File: config.mk
export PLATFORM = sky130hd
export DESIGN_NAME = writeback_unit
export DESIGN_NICKNAME = d
export VERILOG_FILES = /design/src/rtl/rv32i_pkg.sv /design/src/rtl/wb_fifo.sv /design/src/rtl/writeback_unit.sv
export SDC_FILE = /design/constraint.sdc
export NUM_CORES = 1
export LEC_CHECK = 0
export ABC_AREA = 1
export CAP_MARGIN = 20
export CELL_PAD_IN_SITES_DETAIL_PLACEMENT = 2
export CELL_PAD_IN_SITES_GLOBAL_PLACEMENT = 2
export CORE_MARGIN = 2
export CORE_UTILIZATION = 29
export CTS_BUF_LIST = sky130_fd_sc_hd__clkbuf_8 sky130_fd_sc_hd__clkbuf_16
export CTS_CLUSTER_DIAMETER = 50
export DETAILED_ROUTE_END_ITERATION = 10
export GPL_TIMING_DRIVEN = 0
export PLACE_DENSITY_LB_ADDON = 0.1
export SYNTH_ARGS = -nofsm -noshare
export SYNTH_HDL_FRONTEND = slang
export SYNTH_SLANG_ARGS = --single-unit
File: constraint.sdc
create_clock -name clk -period 3.7 [get_ports clk]
set_input_delay 0.555 -clock clk [delete_from_list [all_inputs] [get_ports clk]]
set_output_delay 0.555 -clock clk [all_outputs]
set_load 0.005 [all_outputs]
File: src/rtl/rv32i_pkg.sv
// rv32i_pkg: register-file constants shared across the pipeline
package rv32i_pkg;
  localparam int XLEN = 32;
  localparam int REG_ADDR_W = 5;
  localparam logic [REG_ADDR_W-1:0] X0 = '0;
endpackage

File: src/rtl/wb_fifo.sv
// wb_fifo: circular buffer holding load responses until the write port is free
module wb_fifo #(
  parameter int DEPTH = 2,
  parameter int W = 37
) (
  input  logic                     clk,
  input  logic                     rst_n,
  input  logic                     push,
  input  logic                     pop,
  input  logic [W-1:0]             din,
  output logic [W-1:0]             dout,
  output logic                     full,
  output logic                     empty,
  output logic [$clog2(DEPTH):0]   count
);
  localparam int AW = $clog2(DEPTH);
  logic [W-1:0] mem [DEPTH];
  logic [AW-1:0] wr_ptr, rd_ptr;
  logic push_ok, pop_ok;
  assign full = count == (AW+1)'(DEPTH);
  assign empty = count == '0;
  assign push_ok = push && !full;
  assign pop_ok = pop && !empty;
  assign dout = mem[rd_ptr];
  always_ff @(posedge clk) begin
    if (!rst_n) begin
      wr_ptr <= '0;
      rd_ptr <= '0;
      count <= '0;
    end else begin
      if (push_ok) wr_ptr <= wr_ptr + 1'b1;
      if (pop_ok) rd_ptr <= rd_ptr + 1'b1;
      count <= count + {{AW{1'b0}}, push_ok} - {{AW{1'b0}}, pop_ok};
    end
  end
  always_ff @(posedge clk) if (push_ok) mem[wr_ptr] <= din;
endmodule

File: src/rtl/writeback_unit.sv
// writeback_unit: load scoreboard, ALU/load writeback arbitration and registered write port
module writeback_unit
  import rv32i_pkg::REG_ADDR_W, rv32i_pkg::X0;
#(
  parameter int FIFO_DEPTH = 2,
  parameter int XLEN = rv32i_pkg::XLEN
) (
  input  logic                  clk,
  input  logic                  rst_n,
  input  logic                  alu_valid,
  input  logic [REG_ADDR_W-1:0] alu_rd,
  input  logic [XLEN-1:0]       alu_data,
  input  logic                  ld_issue,
  input  logic [REG_ADDR_W-1:0] ld_issue_rd,
  input  logic                  ld_resp_valid,
  input  logic [REG_ADDR_W-1:0] ld_resp_rd,
  input  logic [XLEN-1:0]       ld_resp_data,
  output logic                  ld_resp_ready,
  input  logic [REG_ADDR_W-1:0] rs1_addr,
  input  logic [REG_ADDR_W-1:0] rs2_addr,
  output logic                  wb_we,
  output logic [REG_ADDR_W-1:0] wb_rd,
  output logic [XLEN-1:0]       wb_wdata,
  output logic                  stall,
  output logic [31:0]           pending_mask
);
  localparam int CW = $clog2(FIFO_DEPTH) + 1;
  logic [31:0] pend, set_mask, clr_mask;
  logic [REG_ADDR_W+XLEN-1:0] head;
  logic [REG_ADDR_W-1:0] head_rd, sel_rd;
  logic [XLEN-1:0] sel_data;
  logic [CW-1:0] count;
  logic full, empty, alu_acc, ld_acc, pop;
  wb_fifo #(.DEPTH(FIFO_DEPTH), .W(REG_ADDR_W + XLEN)) u_fifo (
    .clk(clk), .rst_n(rst_n), .push(ld_resp_valid && ld_resp_ready), .pop(pop),
    .din({ld_resp_rd, ld_resp_data}), .dout(head), .full(full), .empty(empty), .count(count)
  );
  assign head_rd = head[XLEN +: REG_ADDR_W];
  assign ld_resp_ready = count != CW'(FIFO_DEPTH);
  // pend[0] is never set, so x0 sources/destinations never stall
  assign stall = alu_valid && (pend[rs1_addr] || pend[rs2_addr] || pend[alu_rd] ||
                               (ld_issue && pend[ld_issue_rd]) || full);
  assign alu_acc = alu_valid && !stall;
  assign ld_acc = ld_issue && !stall;
  assign pop = !alu_acc && !empty;
  assign sel_rd = alu_acc ? alu_rd : pop ? head_rd : X0;
  assign sel_data = alu_acc ? alu_data : pop ? head[XLEN-1:0] : '0;
  assign set_mask = ld_acc ? 32'd1 << ld_issue_rd : '0;
  assign clr_mask = pop ? 32'd1 << head_rd : '0;
  assign pending_mask = pend;
  always_ff @(posedge clk) begin
    if (!rst_n) begin
      wb_we <= 1'b0;
      wb_rd <= '0;
      wb_wdata <= '0;
      pend <= '0;
    end else begin
      wb_we <= sel_rd != X0;
      wb_rd <= sel_rd;
      wb_wdata <= sel_data;
      pend <= ((pend & ~clr_mask) | set_mask) & ~32'd1;
    end
  end
endmodule

==> impl_results.md <==
- RSZ-0062 raised after global routing: no
- Cells after Synth: 890
- Metal2 WL: around 14000 um
- Clk_skew: about 0.016 ns
- Syn_area_per_cell: approximately 8.0 um^2
- Worst path bufs/invs: 4
- CP dominant cell by count: nor2_1
- Slowest stage cell, crit path: clkdlybuf4s50_1
- Buffers on Ports: approximately 160
- Nets: around 1200
- Hold/Removal Path Class: reg2reg
- CTS buffer count: 17
- Post-synth top area cell: edfxtp_1
- Fill cells: between 2000 and 3000
- Most common cell in the synthesized netlist: nand2_1
- H-tree depth: 4
- CP required: about 3.1 ns
- Starting Density: 0.295
- Critical Path Sink Type: primary output
- Layout overhead on the synthesized area: 37.3%
- DRT iter0 DRCs: 287
- Fin area: around 9800 um^2
- Vias per inst: 4.92
- Worst-path cell chain: clkdlybuf4s50_1 > buf_4 > nor2_1 > nand2_1 > o211ai_1 > nor2_1 > nor2_1 > nor2_1 > nor2_2 > nor2_4 > nand2_1 > nand2_2 > inv_1 > clkdlybuf4s50_1
- Antenna violations before repair: 0
- Root buf cell: clkbuf_16
- Max-cap violations: 0
- Post-CTS sizing: 0
- GRT overflow: 0
- Final period util: 0.933
- Slew HR: 0.461
- CP top delay family: buffers and inverters
- Number of flops mapped to enable cells by yosys: between 70 and 80
- All-Layer GR Usage: 0.225
- Routed Antenna Nets: 0
- Power Density: roughly 480 nW/um^2
- Clock sink count: between 100 and 150
- Setup_tns: 0 ns
- Area share of the leading cell type in the synthesized netlist: 0.310
- Chip Width: about 160 um
- Clk_lat worst skew: ~0.43 ns
- Met3 wire len: about 1300 um
- Largest net degree at the start of global routing: 30
- Dpl hpwl: between 20000 and 25000 um
- Arrival @ worst endpoint: roughly 2.9 ns
- Uppermost layer routed: met4
- Total setup buffers inserted after CTS: 0
- Remaining DRCs: 0
- Setup crit start kind: primary input
- Outcome: finished, final reports clean
- CP Max Fanout: 10
- Core box area: roughly 24000 um^2
- Setup CP Type: in2out
- WL/cell: just over 20 um
- Netlist Area Pre-Place: slightly above 7000 um^2
- Slew Limit Fails: 0
- Tightest Pin Transition: roughly 0.8 ns
- Row count: 57
- Seq cells post-synth: approximately 150
- Cell variety after synth: 24
- Synth area leaders: edfxtp_1, dfxtp_1, nand2_1
- Fin Hold WS: between 0.4 and 0.5 ns
- Seq/Total Area, Yosys: 0.517
- Post-CTS Hold Fix Bufs: 0
- Final setup violation count: 0
- Clock Tree Buf Depth: 2
- Worst setup margin: approximately 0.25 ns
- Post-synth top flop: edfxtp_1
- Crit path time final: between 3 and 4 ns
- Met1 wire length: 12800 um
- Ys async rst share: 0
- N_diodes: 0
- Synth warn: 0
- Hold Violations, Final: 0
- CTS tree: built
- First-pass GRT wire length: roughly 44000 um
- Detailed-route wire length: 28600 um
- Area after DPL: 9190 um^2
- Mapped Nets: around 1000
- Vias: ~7000
- Pleak: around 3.7 nW
- Largest stage delay, worst path: slightly below 0.5 ns
- Post-synth top cells: nand2_1, nand3_1, inv_1, a21oi_1
- # IOs: about 170
- Dpl ws: between 0.15 and 0.2 ns
- Final RePlAce weighted congestion: 0.792
- Share of layout cells above drive strength 1: 0.0740
- Clock slew at reported path FFs: about 0.07 ns
- Worst VDD drop: ~0.00027 V
- Vias in the first global route: 7540
- Die Ht: 161 um
- DR pass1 iterations: 5
- Fmax achieved: a little under 0.3 GHz
- DIE AREA: 26000 um^2
## cell families (layout without fill, tap and decap cells)
family,Yosys count,count (layout),synth area share
adder cells (fa/ha/maj),1,1,0.00175
AND/OR/NAND/NOR,409,409,0.242
AO/OA/AOI/OAI,174,174,0.140
buffers and inverters,157,348,0.0987
other,1,1,0.000524
flip-flops,148,148,0.517
## power by group
part / switching [mW] / internal [mW] / total, mW
sequential: 0.0424 / 1.85 / 1.89
combinational: 0.588 / 0.377 / 0.965
clock: 0.789 / 1.10 / 1.89
## cell type report
| cell class | instances | area, um^2 | area share |
|---|---|---|---|
| Timing Repair Buffer | 159 | 1610 | 0.164 |
| Clock inverter | 15 | 210 | 0.0214 |
| Tap cell | 324 | 405 | 0.0412 |
| Multi-Input combinational cell | 585 | 2770 | 0.282 |
| Inverter | 110 | 417 | 0.0424 |
| Sequential cell | 148 | 3700 | 0.377 |
| Buffer | 47 | 290 | 0.0295 |
| Clock buffer | 17 | 425 | 0.0433 |
## path summary, 6_finish.rpt
kind,from,to,slack (ns),cells after the start
min,u_fifo.rd_ptr,flip-flop,0.47,1
min reg2reg,u_fifo.rd_ptr,flip-flop,0.47,1
max reg2reg,pending_mask[7],u_fifo.count[1],0.97,18
max,ld_issue_rd[0],stall,0.25,14
## metrics by stage
| step | power [mW] | utilization | std cells |
|---|---|---|---|
| final | 4.75 | 0.405 | 1405 |
| after global routing | 4.98 | 0.405 | 1405 |
| after CTS | 4.82 | 0.405 | 1405 |
| after detailed placement | 2.90 | 0.379 | 1373 |
| after global placement | 2.87 | 0.377 | 1371 |
| after floorplan | 2.42 | - | 890 |
## per-layer routing
metal,track usage,vias to the layer above
li1,-,3314
met1,0.294,3432
met2,0.386,148
met3,0.0439,21
met4,0.0499,0
met5,0,-
## worst register-to-register path, delay by kind of cell (launching register included)
kind	cells	cell delay, ns
compound gates	1	0.21
fa+ha+maj	1	0.21
flops	1	0.34
simple gates	13	1.33
buf+inv	3	0.54
## cells in the final DEF, fill, tap and decap left out, drive strengths merged, types with 3 or more instances in the layout
master	count
a21oi	75
buf	29
bufinv	3
clkbuf	37
clkdlybuf4s50	157
clkinv	5
dfxtp	74
edfxtp	74
inv	117
nand2	225
nand3	112
nor2	71
o211ai	52
o21ai	47
## sequential cells by signal (all words and copies together) (netlist names), named ones only
register,count
wb_rd,5
wb_wdata,32
wb_we,1
u_fifo.wr_ptr,1
u_fifo.rd_ptr,1
pending_mask,31
u_fifo.count,2
u_fifo.mem,74
Power figures use the tool's default switching activity.
